## src/rtl/ctrl_fsm.sv

```systemverilog
// Multi-cycle control sequencer: fetch wait, decode, ALU latency, timed pulse,
// sync/fproc handshakes and a terminal done state for one processor core.
module ctrl_fsm #(
  parameter int MEM_READ_CYCLES = 2,
  parameter int ALU_LATENCY     = 2
) (
  input  logic       clk,
  input  logic       reset,
  input  logic [7:0] cmd_opcode,
  input  logic       pulse_time_hit,
  input  logic       sync_in_valid,
  input  logic       fproc_in_valid,
  output logic [2:0] alu_opcode,
  output logic       alu_in0_sel,
  output logic       alu_in1_sel,
  output logic       c_strobe_enable,
  output logic       reg_write_en,
  output logic       qclk_load_en,
  output logic       instr_ptr_en,
  output logic [1:0] instr_ptr_load_en,
  output logic       sync_out_ready,
  output logic       fproc_out_ready,
  output logic       done
);

  localparam logic [4:0] PULSE_I       = 5'd1;
  localparam logic [4:0] REG_WRITE_I   = 5'd2;
  localparam logic [4:0] REG_I_ALU     = 5'd3;
  localparam logic [4:0] REG_ALU       = 5'd4;
  localparam logic [4:0] JUMP_I        = 5'd5;
  localparam logic [4:0] JUMP_COND_I   = 5'd6;
  localparam logic [4:0] INC_QCLK      = 5'd7;
  localparam logic [4:0] INC_QCLK_I    = 5'd8;
  localparam logic [4:0] PULSE_TIMED_I = 5'd9;
  localparam logic [4:0] SYNC_I        = 5'd10;
  localparam logic [4:0] FPROC_I       = 5'd11;
  localparam logic [4:0] DONE_I        = 5'd12;

  localparam logic ALU_IN0_CMD_SEL  = 1'b0;
  localparam logic ALU_IN0_REG_SEL  = 1'b1;
  localparam logic ALU_IN1_REG_SEL  = 1'b0;
  localparam logic ALU_IN1_QCLK_SEL = 1'b1;

  localparam logic [1:0] INSTR_PTR_LOAD_EN_NONE = 2'b00;
  localparam logic [1:0] INSTR_PTR_LOAD_EN_CMD  = 2'b01;
  localparam logic [1:0] INSTR_PTR_LOAD_EN_ALU  = 2'b10;

  localparam int MAX_CYCLES = (MEM_READ_CYCLES > ALU_LATENCY) ? MEM_READ_CYCLES : ALU_LATENCY;
  localparam int CNT_W      = $clog2(MAX_CYCLES + 1);
  localparam logic [CNT_W-1:0] MEM_LAST = CNT_W'(MEM_READ_CYCLES - 1);
  localparam logic [CNT_W-1:0] ALU_LAST = CNT_W'(ALU_LATENCY - 1);

  typedef enum logic [2:0] {
    MEM_WAIT,
    DECODE,
    ALU_PROC,
    PULSE_WAIT,
    SYNC_WAIT,
    FPROC_WAIT,
    DONE
  } state_t;

  state_t           state_reg, state_next;
  logic [CNT_W-1:0] cnt_reg, cnt_next;
  logic [4:0]       alu_class_reg, alu_class_next;
  logic [4:0]       cmd_class;

  assign cmd_class = cmd_opcode[7:3];

  // {alu_in0_sel, alu_in1_sel} for each ALU-using class; 0 otherwise.
  function automatic logic [1:0] alu_sels(input logic [4:0] cls);
    case (cls)
      REG_I_ALU:   alu_sels = {ALU_IN0_CMD_SEL, ALU_IN1_REG_SEL};
      REG_ALU:     alu_sels = {ALU_IN0_REG_SEL, ALU_IN1_REG_SEL};
      JUMP_COND_I: alu_sels = {ALU_IN0_CMD_SEL, ALU_IN1_REG_SEL};
      INC_QCLK:    alu_sels = {ALU_IN0_REG_SEL, ALU_IN1_QCLK_SEL};
      INC_QCLK_I:  alu_sels = {ALU_IN0_CMD_SEL, ALU_IN1_QCLK_SEL};
      default:     alu_sels = 2'b00;
    endcase
  endfunction

  always_ff @(posedge clk) begin
    if (reset) begin
      state_reg     <= MEM_WAIT;
      cnt_reg       <= '0;
      alu_class_reg <= '0;
    end else begin
      state_reg     <= state_next;
      cnt_reg       <= cnt_next;
      alu_class_reg <= alu_class_next;
    end
  end

  always_comb begin
    state_next        = state_reg;
    cnt_next          = '0;
    alu_class_next    = alu_class_reg;
    alu_opcode        = cmd_opcode[2:0];
    alu_in0_sel       = 1'b0;
    alu_in1_sel       = 1'b0;
    c_strobe_enable   = 1'b0;
    reg_write_en      = 1'b0;
    qclk_load_en      = 1'b0;
    instr_ptr_en      = 1'b0;
    instr_ptr_load_en = INSTR_PTR_LOAD_EN_NONE;
    sync_out_ready    = 1'b0;
    fproc_out_ready   = 1'b0;
    done              = 1'b0;

    case (state_reg)
      MEM_WAIT: begin
        if (cnt_reg == MEM_LAST) state_next = DECODE;
        else                     cnt_next   = cnt_reg + CNT_W'(1);
      end
      DECODE: begin
        alu_class_next = cmd_class;
        case (cmd_class)
          PULSE_I: begin
            c_strobe_enable = 1'b1;
            instr_ptr_en    = 1'b1;
            state_next      = MEM_WAIT;
          end
          REG_WRITE_I: begin
            reg_write_en = 1'b1;
            instr_ptr_en = 1'b1;
            state_next   = MEM_WAIT;
          end
          JUMP_I: begin
            instr_ptr_load_en = INSTR_PTR_LOAD_EN_CMD;
            state_next        = MEM_WAIT;
          end
          REG_I_ALU, REG_ALU, JUMP_COND_I, INC_QCLK, INC_QCLK_I: begin
            {alu_in0_sel, alu_in1_sel} = alu_sels(cmd_class);
            state_next = ALU_PROC;
          end
          PULSE_TIMED_I: state_next = PULSE_WAIT;
          SYNC_I:        state_next = SYNC_WAIT;
          FPROC_I:       state_next = FPROC_WAIT;
          DONE_I:        state_next = DONE;
          default: begin
            instr_ptr_en = 1'b1;
            state_next   = MEM_WAIT;
          end
        endcase
      end
      ALU_PROC: begin
        // Class is latched at decode so the selects stay stable for the whole latency.
        {alu_in0_sel, alu_in1_sel} = alu_sels(alu_class_reg);
        if (cnt_reg == ALU_LAST) begin
          case (alu_class_reg)
            REG_I_ALU, REG_ALU:   reg_write_en      = 1'b1;
            INC_QCLK, INC_QCLK_I: qclk_load_en      = 1'b1;
            JUMP_COND_I:          instr_ptr_load_en = INSTR_PTR_LOAD_EN_ALU;
            default:              ;
          endcase
          instr_ptr_en = 1'b1;
          state_next   = MEM_WAIT;
        end else begin
          cnt_next = cnt_reg + CNT_W'(1);
        end
      end
      PULSE_WAIT: begin
        if (pulse_time_hit) begin
          c_strobe_enable = 1'b1;
          instr_ptr_en    = 1'b1;
          state_next      = MEM_WAIT;
        end
      end
      SYNC_WAIT: begin
        sync_out_ready = 1'b1;
        if (sync_in_valid) begin
          instr_ptr_en = 1'b1;
          state_next   = MEM_WAIT;
        end
      end
      FPROC_WAIT: begin
        fproc_out_ready = 1'b1;
        if (fproc_in_valid) begin
          reg_write_en = 1'b1;
          instr_ptr_en = 1'b1;
          state_next   = MEM_WAIT;
        end
      end
      DONE: done = 1'b1;
      default: state_next = MEM_WAIT;
    endcase

    // Reset wins over any handshake completing in the same cycle.
    if (reset) begin
      c_strobe_enable   = 1'b0;
      reg_write_en      = 1'b0;
      qclk_load_en      = 1'b0;
      instr_ptr_en      = 1'b0;
      instr_ptr_load_en = INSTR_PTR_LOAD_EN_NONE;
    end
  end

endmodule

```

## config.mk

```make
export PLATFORM = sky130hd
export DESIGN_NAME = ctrl_fsm
export DESIGN_NICKNAME = d
export VERILOG_FILES = /design/src/rtl/ctrl_fsm.sv
export SDC_FILE = /design/constraint.sdc
export NUM_CORES = 1
export LEC_CHECK = 0
export CORE_MARGIN = 10
export CORE_UTILIZATION = 40
export DETAILED_ROUTE_END_ITERATION = 10
export PLACE_DENSITY = 0.7
export SKIP_CTS_REPAIR_TIMING = 1
export SLEW_MARGIN = 15
export SYNTH_ARGS = -nofsm -noshare
export SYNTH_HDL_FRONTEND = slang
export SYNTH_SLANG_ARGS = --single-unit
```

## constraint.sdc

```tcl
create_clock -name clk -period 1.85 [get_ports clk]
set_input_delay 0.37 -clock clk [delete_from_list [all_inputs] [get_ports clk]]
set_output_delay 0.37 -clock clk [all_outputs]
set_load 0.01 [all_outputs]
```

# Yosys cells after proc, flatten, opt, wreduce, memory -nomap -nowiden
# Index checks and enable logic that the tools add are counted.
[classes]
addsub = 1
eq_ne = 29
mux = 40
n_bitwise = 2
n_reduce_logical = 8
[op_table]
columns = ["op", "count"]
rows = [
  ["== test 5 x 3 -> 1 bit, second input constant", 7],
  ["== test 5 x 4 -> 1 bit, second input constant", 6],
  ["two-way mux 1 bit", 22],
  ["one-hot mux 3 bit (7 select lines)", 1],
  ["== test 5 x 2 -> 1 bit, second input constant", 3],
  ["two-way mux 3 bit", 5],
  ["one-hot mux 3 bit (5 select lines)", 1],
  ["one-hot mux 2 bit (3 select lines)", 2],
  ["inequality test 2 bit, second input constant", 5],
  ["OR reduction 10 bit", 1],
  ["== test 3 bit, second input constant", 3],
  ["== test 3 x 2 -> 1 bit, second input constant", 2],
  ["two-way mux 2 bit", 3],
  ["one-hot mux 1 bit (2 select lines)", 3],
  ["AND reduction 6 bit", 1],
  ["OR reduction 2 bit", 3],
  ["== test 5 x 1 -> 1 bit, second input constant", 1],
  ["one-hot mux 1 bit (5 select lines)", 1],
  ["OR reduction 5 bit", 1],
  ["one-hot mux 2 bit (2 select lines)", 1],
  ["== test 3 x 1 -> 1 bit, second input constant", 1],
  ["zero test 3 bit", 1],
  ["one-hot mux 1 bit (3 select lines)", 1],
  ["OR reduction 3 bit", 1],
  ["other kinds (3)", 4],
]
[word_totals]
reg_bits = 10
inputBits = 13
wordCells = 83

# Longest topological paths before layout
# Gate-level depths: netlist of run 1.
[logic_depth]
ltp_word = 6
mapped_depth = 6
depth_no_buf = 6

# Worst setup path after synthesis of run 1
# OpenSTA, ideal clock, no wires.
[synth_path]
kind = "input -> output"
from = "in cmd_opcode[4]"
to = "out alu_in0_sel"
arrival_time_ns = 1.427
required_ns = 1.480
slack_ns = 0.053
cell_stages = 5
cell_sequence = "buf_2 -> or2_2 -> a2111oi_0 -> a41oi_1 -> nor2_1"
[synth_via]
elab_chain_len = 4
word_cells_on_any_way = 9
[synth_lines]
columns = ["element", "line_no", "text"]
rows = [
  ["start: declaration", "9", "input logic [7:0] cmd_opcode,"],
  ["== test 5 x 4 -> 1 bit, or another cell as far along", "72, 117", ""],
  ["one-hot mux 2 bit (3 select lines) / OR reduction 5 bit (equally long branches)", "72, 117", ""],
  ["two-way mux 1 bit *", "117", "case (cmd_class)"],
  ["one-hot mux 1 bit (2 select lines) *", "110", "case (state_reg)"],
  ["end: declaration", "14", "output logic alu_in0_sel,"],
]
# Every way passes the cells marked *; elsewhere a longest branch is shown, timed or not.

# Worst setup path in the final report of run 1
[layout_path]
from = "reg cnt_reg[1]"
to = "out reg_write_en"
[layout_via]
elab_chain_len = 4
[layout_lines]
columns = ["element", "line_no", "text"]
rows = [
  ["start: declaration", "64", "logic [CNT_W-1:0] cnt_reg, cnt_next;"],
  ["start signal: assignment", "89", "cnt_reg <= cnt_next;"],
  ["== test 2 x 1 -> 1 bit", "149", "if (cnt_reg == ALU_LAST) begin"],
  ["two-way mux 1 bit", "149", ""],
  ["one-hot mux 1 bit (3 select lines)", "110", ""],
  ["two-way mux 1 bit", "189", "if (reset) begin"],
  ["end: declaration", "17", "output logic reg_write_en,"],
]
# Every way passes these cells.

==> results by stage, run 1 <==
STA:
- The number of max-slew violations in the final report was 0.
- The relative max-transition margin is 0.751.
- Clock skew on the completed layout was measured at 0.00459 ns.
- Setup repair after global routing could not meet its margin everywhere.
- Across all hold checks on the routed design, the worst slack comes to 0.430 ns.
- The actual transition at the worst max-transition pin is 0.370 ns.
- The final count of hold timing violations is 0.
- Setup violations remaining at the end of the flow were counted as 4.
- Subtracting the final worst setup slack from the clock period gives 2.14 ns.
- The final period utilization is 1.15.
- For this run, the top clock speed supported by timing is 0.468 GHz.
- The setup slack of the critical path after layout is -0.286 ns.
- The post-route setup TNS is -0.720 ns.

Power and ir drop:
- After layout, the design draws a total of 1.36 mW.
- The static leakage is 0.717 nW.
- Across the VDD grid, the largest voltage drop is 0.448 mV.
- The areal power density over the cells is 887 mW/mm^2.

GRT:
- The initial antenna violation count came to 0.
- The total routing usage reported by global routing is 0.126.
- The first global-routing pass estimated 4580 um of wire.
- Entering global routing, the biggest net connects 13 pins.
- The via count of the first global-routing pass was 1073.
- The overflow left after global routing is 0.

Min path:
- In this run the worst hold path is classified as reg -> reg.

Run status:
- The final reports fail on DRC, setup timing.
- The run finished, with violations left.

Finish:
- The area of all sequential standard cells is 215 um^2.
- The multi-input combinational cells in the finished layout cover a total of 707 um^2.
- The library cell used most frequently in the layout, excluding fill and tap cells, is sky130_fd_sc_hd__buf_4.
- The share of final-layout standard cells stronger than drive strength 1 is 0.486.
- The core occupancy in the finished layout is 0.706.
- Leaving out fill and tap cells, the most frequent cells in the layout are 38 x sky130_fd_sc_hd__buf_4, 15 x sky130_fd_sc_hd__nor2_1, 10 x sky130_fd_sc_hd__dlymetal6s2s_1.
- The fill cell total of the finished layout is 174.
- The finished cells cover 0.00153 mm^2.
- The flip-flop count of the largest register after layout is 5.
- The number of antenna diodes in the final layout is 0.
- At the end of the flow, the number of nets in the layout was 189.
- The layout overhead on the synthesized area is 70.5%.
- Excluding fillers, the count of instances in the completed layout stands at 201.

Placement:
- Prior to clock tree synthesis, the placed netlist has a worst setup slack of -0.898 ns.
- After legalization and detailed placement, the total HPWL measured 2260 um.
- The cell area after placement is 0.00133 mm^2.
- The total placed cells including tap cells is 193.
- The final weighted congestion in routability-driven placement is 0.893.
- The count of buffers from port buffering is 20.

Drt:
- The iteration-0 DRC count of the detailed router is 53.
- The first detailed-routing pass ran for 7 iterations.
- The sum of routed wire length over all layers is 3330 um.
- Dividing the detail-routed wire length by the instance count gives 16.6 um.
- In this run the remaining antenna-violating nets after routing total 0.
- The routed via count is 1134.
- In the routed design, unresolved DRC markers number 2.
- The via-per-instance ratio is 5.64.

Yosys:
- The share of the synthesized area in the top cell type is 0.223.
- Summed over all instances, the cell type with the most area after synthesis is sky130_fd_sc_hd__dfxtp_1.
- Of the synthesized area, sequential elements account for 0.223.
- The mean instance size in the synthesized netlist is 7.49 um^2.
- The predominant post-synthesis flop cell is sky130_fd_sc_hd__dfxtp_1.
- For this run, asynchronously set or reset flops after synthesis account for 0.
- The number of unique standard cell types used by synthesis is 45.
- The number of synthesized flops with an enable pin is 0.
- The number of storage elements in the synthesis netlist is 10.
- Counting every instance in the synthesized netlist gives 120.
- Yosys printed 0 warnings.
- The number of nets produced by synthesis is 134.
- The synthesized area is 898 um^2.
- Sorting the synthesized cells by area gives the leading types as sky130_fd_sc_hd__dfxtp_1 22%, sky130_fd_sc_hd__nor2_1 7.1%, sky130_fd_sc_hd__a21oi_1 6.1%, sky130_fd_sc_hd__o21ai_0 4.5%, sky130_fd_sc_hd__buf_4 4.2%.

Floorplanning:
- The floorplan has 17 rows.
- The starting density of the core is 0.414.
- The core box area is 0.00217 mm^2.
- The I/O pin count is 27.
- The die extent in x is 67.4 um.
- The floorplan step defined a die boundary enclosing 0.00454 mm^2.
- The die is 67.4 um tall.

CTS:
- The root buffer cell is sky130_fd_sc_hd__clkbuf_4.
- The number of buffers created by CTS is 3.
- The maximum buffer depth of the clock tree is 2.
- In this run the number of H-tree levels came out at 1.
- The count of clock tree sinks is 10.
- TritonCTS built the clock tree.
- After clock tree synthesis, the clock-pin slew on the worst setup and hold paths is 0.06 ns.
- For the worst-skew pair, the clock arrives at the later sink with an insertion delay of 0.26 ns.

Critical path:
- Across all register-to-register paths, the minimum setup slack is 0.48 ns.
- The worst path required time is 1.48 ns.
- The critical path class is reg -> out.
- The slowest stage of the critical path is the sky130_fd_sc_hd__or4_4 cell.
- The number of buffer and inverter instances along the worst setup path is 2.
- Traced cell by cell, the critical path runs through inv_2, ha_4, nand2b_4, or4_4, a221oi_2, buf_2.
- In this design, the stage delay of the slowest critical-path cell is 0.48 ns.
- The type of origin of the critical path is a register.
- The cell family contributing the most delay on the critical path is simple AND/OR/NAND/NOR gates.
- The maximum fanout encountered on the critical timing path is 2.
- The critical path endpoint category is an output port.
- The arrival time of the worst setup path is 1.77 ns.

Flow run:
- The count of maximum capacitance violations is 0.
## synthesized netlist by cell type (2+ instances only)
cell	number
sky130_fd_sc_hd__nor2_1	17
sky130_fd_sc_hd__a21oi_1	11
sky130_fd_sc_hd__dfxtp_1	10
sky130_fd_sc_hd__nand2_1	8
sky130_fd_sc_hd__o21ai_0	8
sky130_fd_sc_hd__nand2b_1	6
sky130_fd_sc_hd__buf_4	5
sky130_fd_sc_hd__nor2b_1	4
sky130_fd_sc_hd__buf_6	3
sky130_fd_sc_hd__inv_1	3
sky130_fd_sc_hd__mux2i_1	3
sky130_fd_sc_hd__nor3_1	3
sky130_fd_sc_hd__a211oi_1	2
sky130_fd_sc_hd__a221oi_1	2
sky130_fd_sc_hd__a31oi_1	2
sky130_fd_sc_hd__a32oi_1	2
sky130_fd_sc_hd__clkbuf_1	2
sky130_fd_sc_hd__nand3b_1	2
## worst reg2reg max path: stages, from the launching register on
cell and delay (ns):
sky130_fd_sc_hd__dfxtp_1 0.32, sky130_fd_sc_hd__inv_2 0.04, sky130_fd_sc_hd__ha_4 0.16, sky130_fd_sc_hd__buf_4 0.14
sky130_fd_sc_hd__a221oi_1 0.39, sky130_fd_sc_hd__o211ai_1 0.14, sky130_fd_sc_hd__o21ai_0 0.09
## layout make-up
class,count,share of cell area
multi-input combinational,94,0.462
timing repair buffer,63,0.353
sequential,10,0.141
tap,28,0.0229
clock buffer,3,0.0147
inverter,3,0.00735
## kinds of logic after synthesis
kind of cell               count (synthesis)  share of synthesized area
muxes                                      3                     0.0334
and+or+nand+nor                           55                      0.344
AOI/OAI and AO/OA                         34                      0.255
xor gates and xnor gates                   1                    0.00975
buffers and inverters                     16                      0.121
adders and majority gates                  1                     0.0139
DFF                                       10                      0.223
## power by group
group          switching (mW)  leakage, nW  total [mW]  internal [mW]
sequential             0.0692       0.0856       0.361          0.292
clock                  0.0706       0.0138       0.146         0.0750
combinational           0.411        0.618       0.852          0.440
## routing by layer
metal	vias to the layer above	wire length, um	part of all wire	GRT usage
li1	540	-	-	-
met1	530	1340	0.40	0.145
met2	56	1670	0.50	0.211
met3	8	242	0.073	0.0231
met4	0	78	0.023	0.0795
met5	-	0	0	0
## final timing paths
check / start / endpoint / cells past startpoint
worst max register to register: cnt_reg[1]$_SDFF_PP0_ / state_reg[2]$_SDFFE_PP0P_ / 6
worst max-delay path: cnt_reg[1]$_SDFF_PP0_ / reg_write_en / 6
worst min register to register: cnt_reg[0]$_SDFF_PP0_ / cnt_reg[0]$_SDFF_PP0_ / 1
worst min-delay path: cnt_reg[0]$_SDFF_PP0_ / cnt_reg[0]$_SDFF_PP0_ / 1
(Power assumes the default switching activity.)
==> run 2: changes to the inputs <==
CTS_CLUSTER_DIAMETER = 80   (was default)
==> results of run 2 <==
The final DEF is identical to that of run 1; final timing and power are the same.
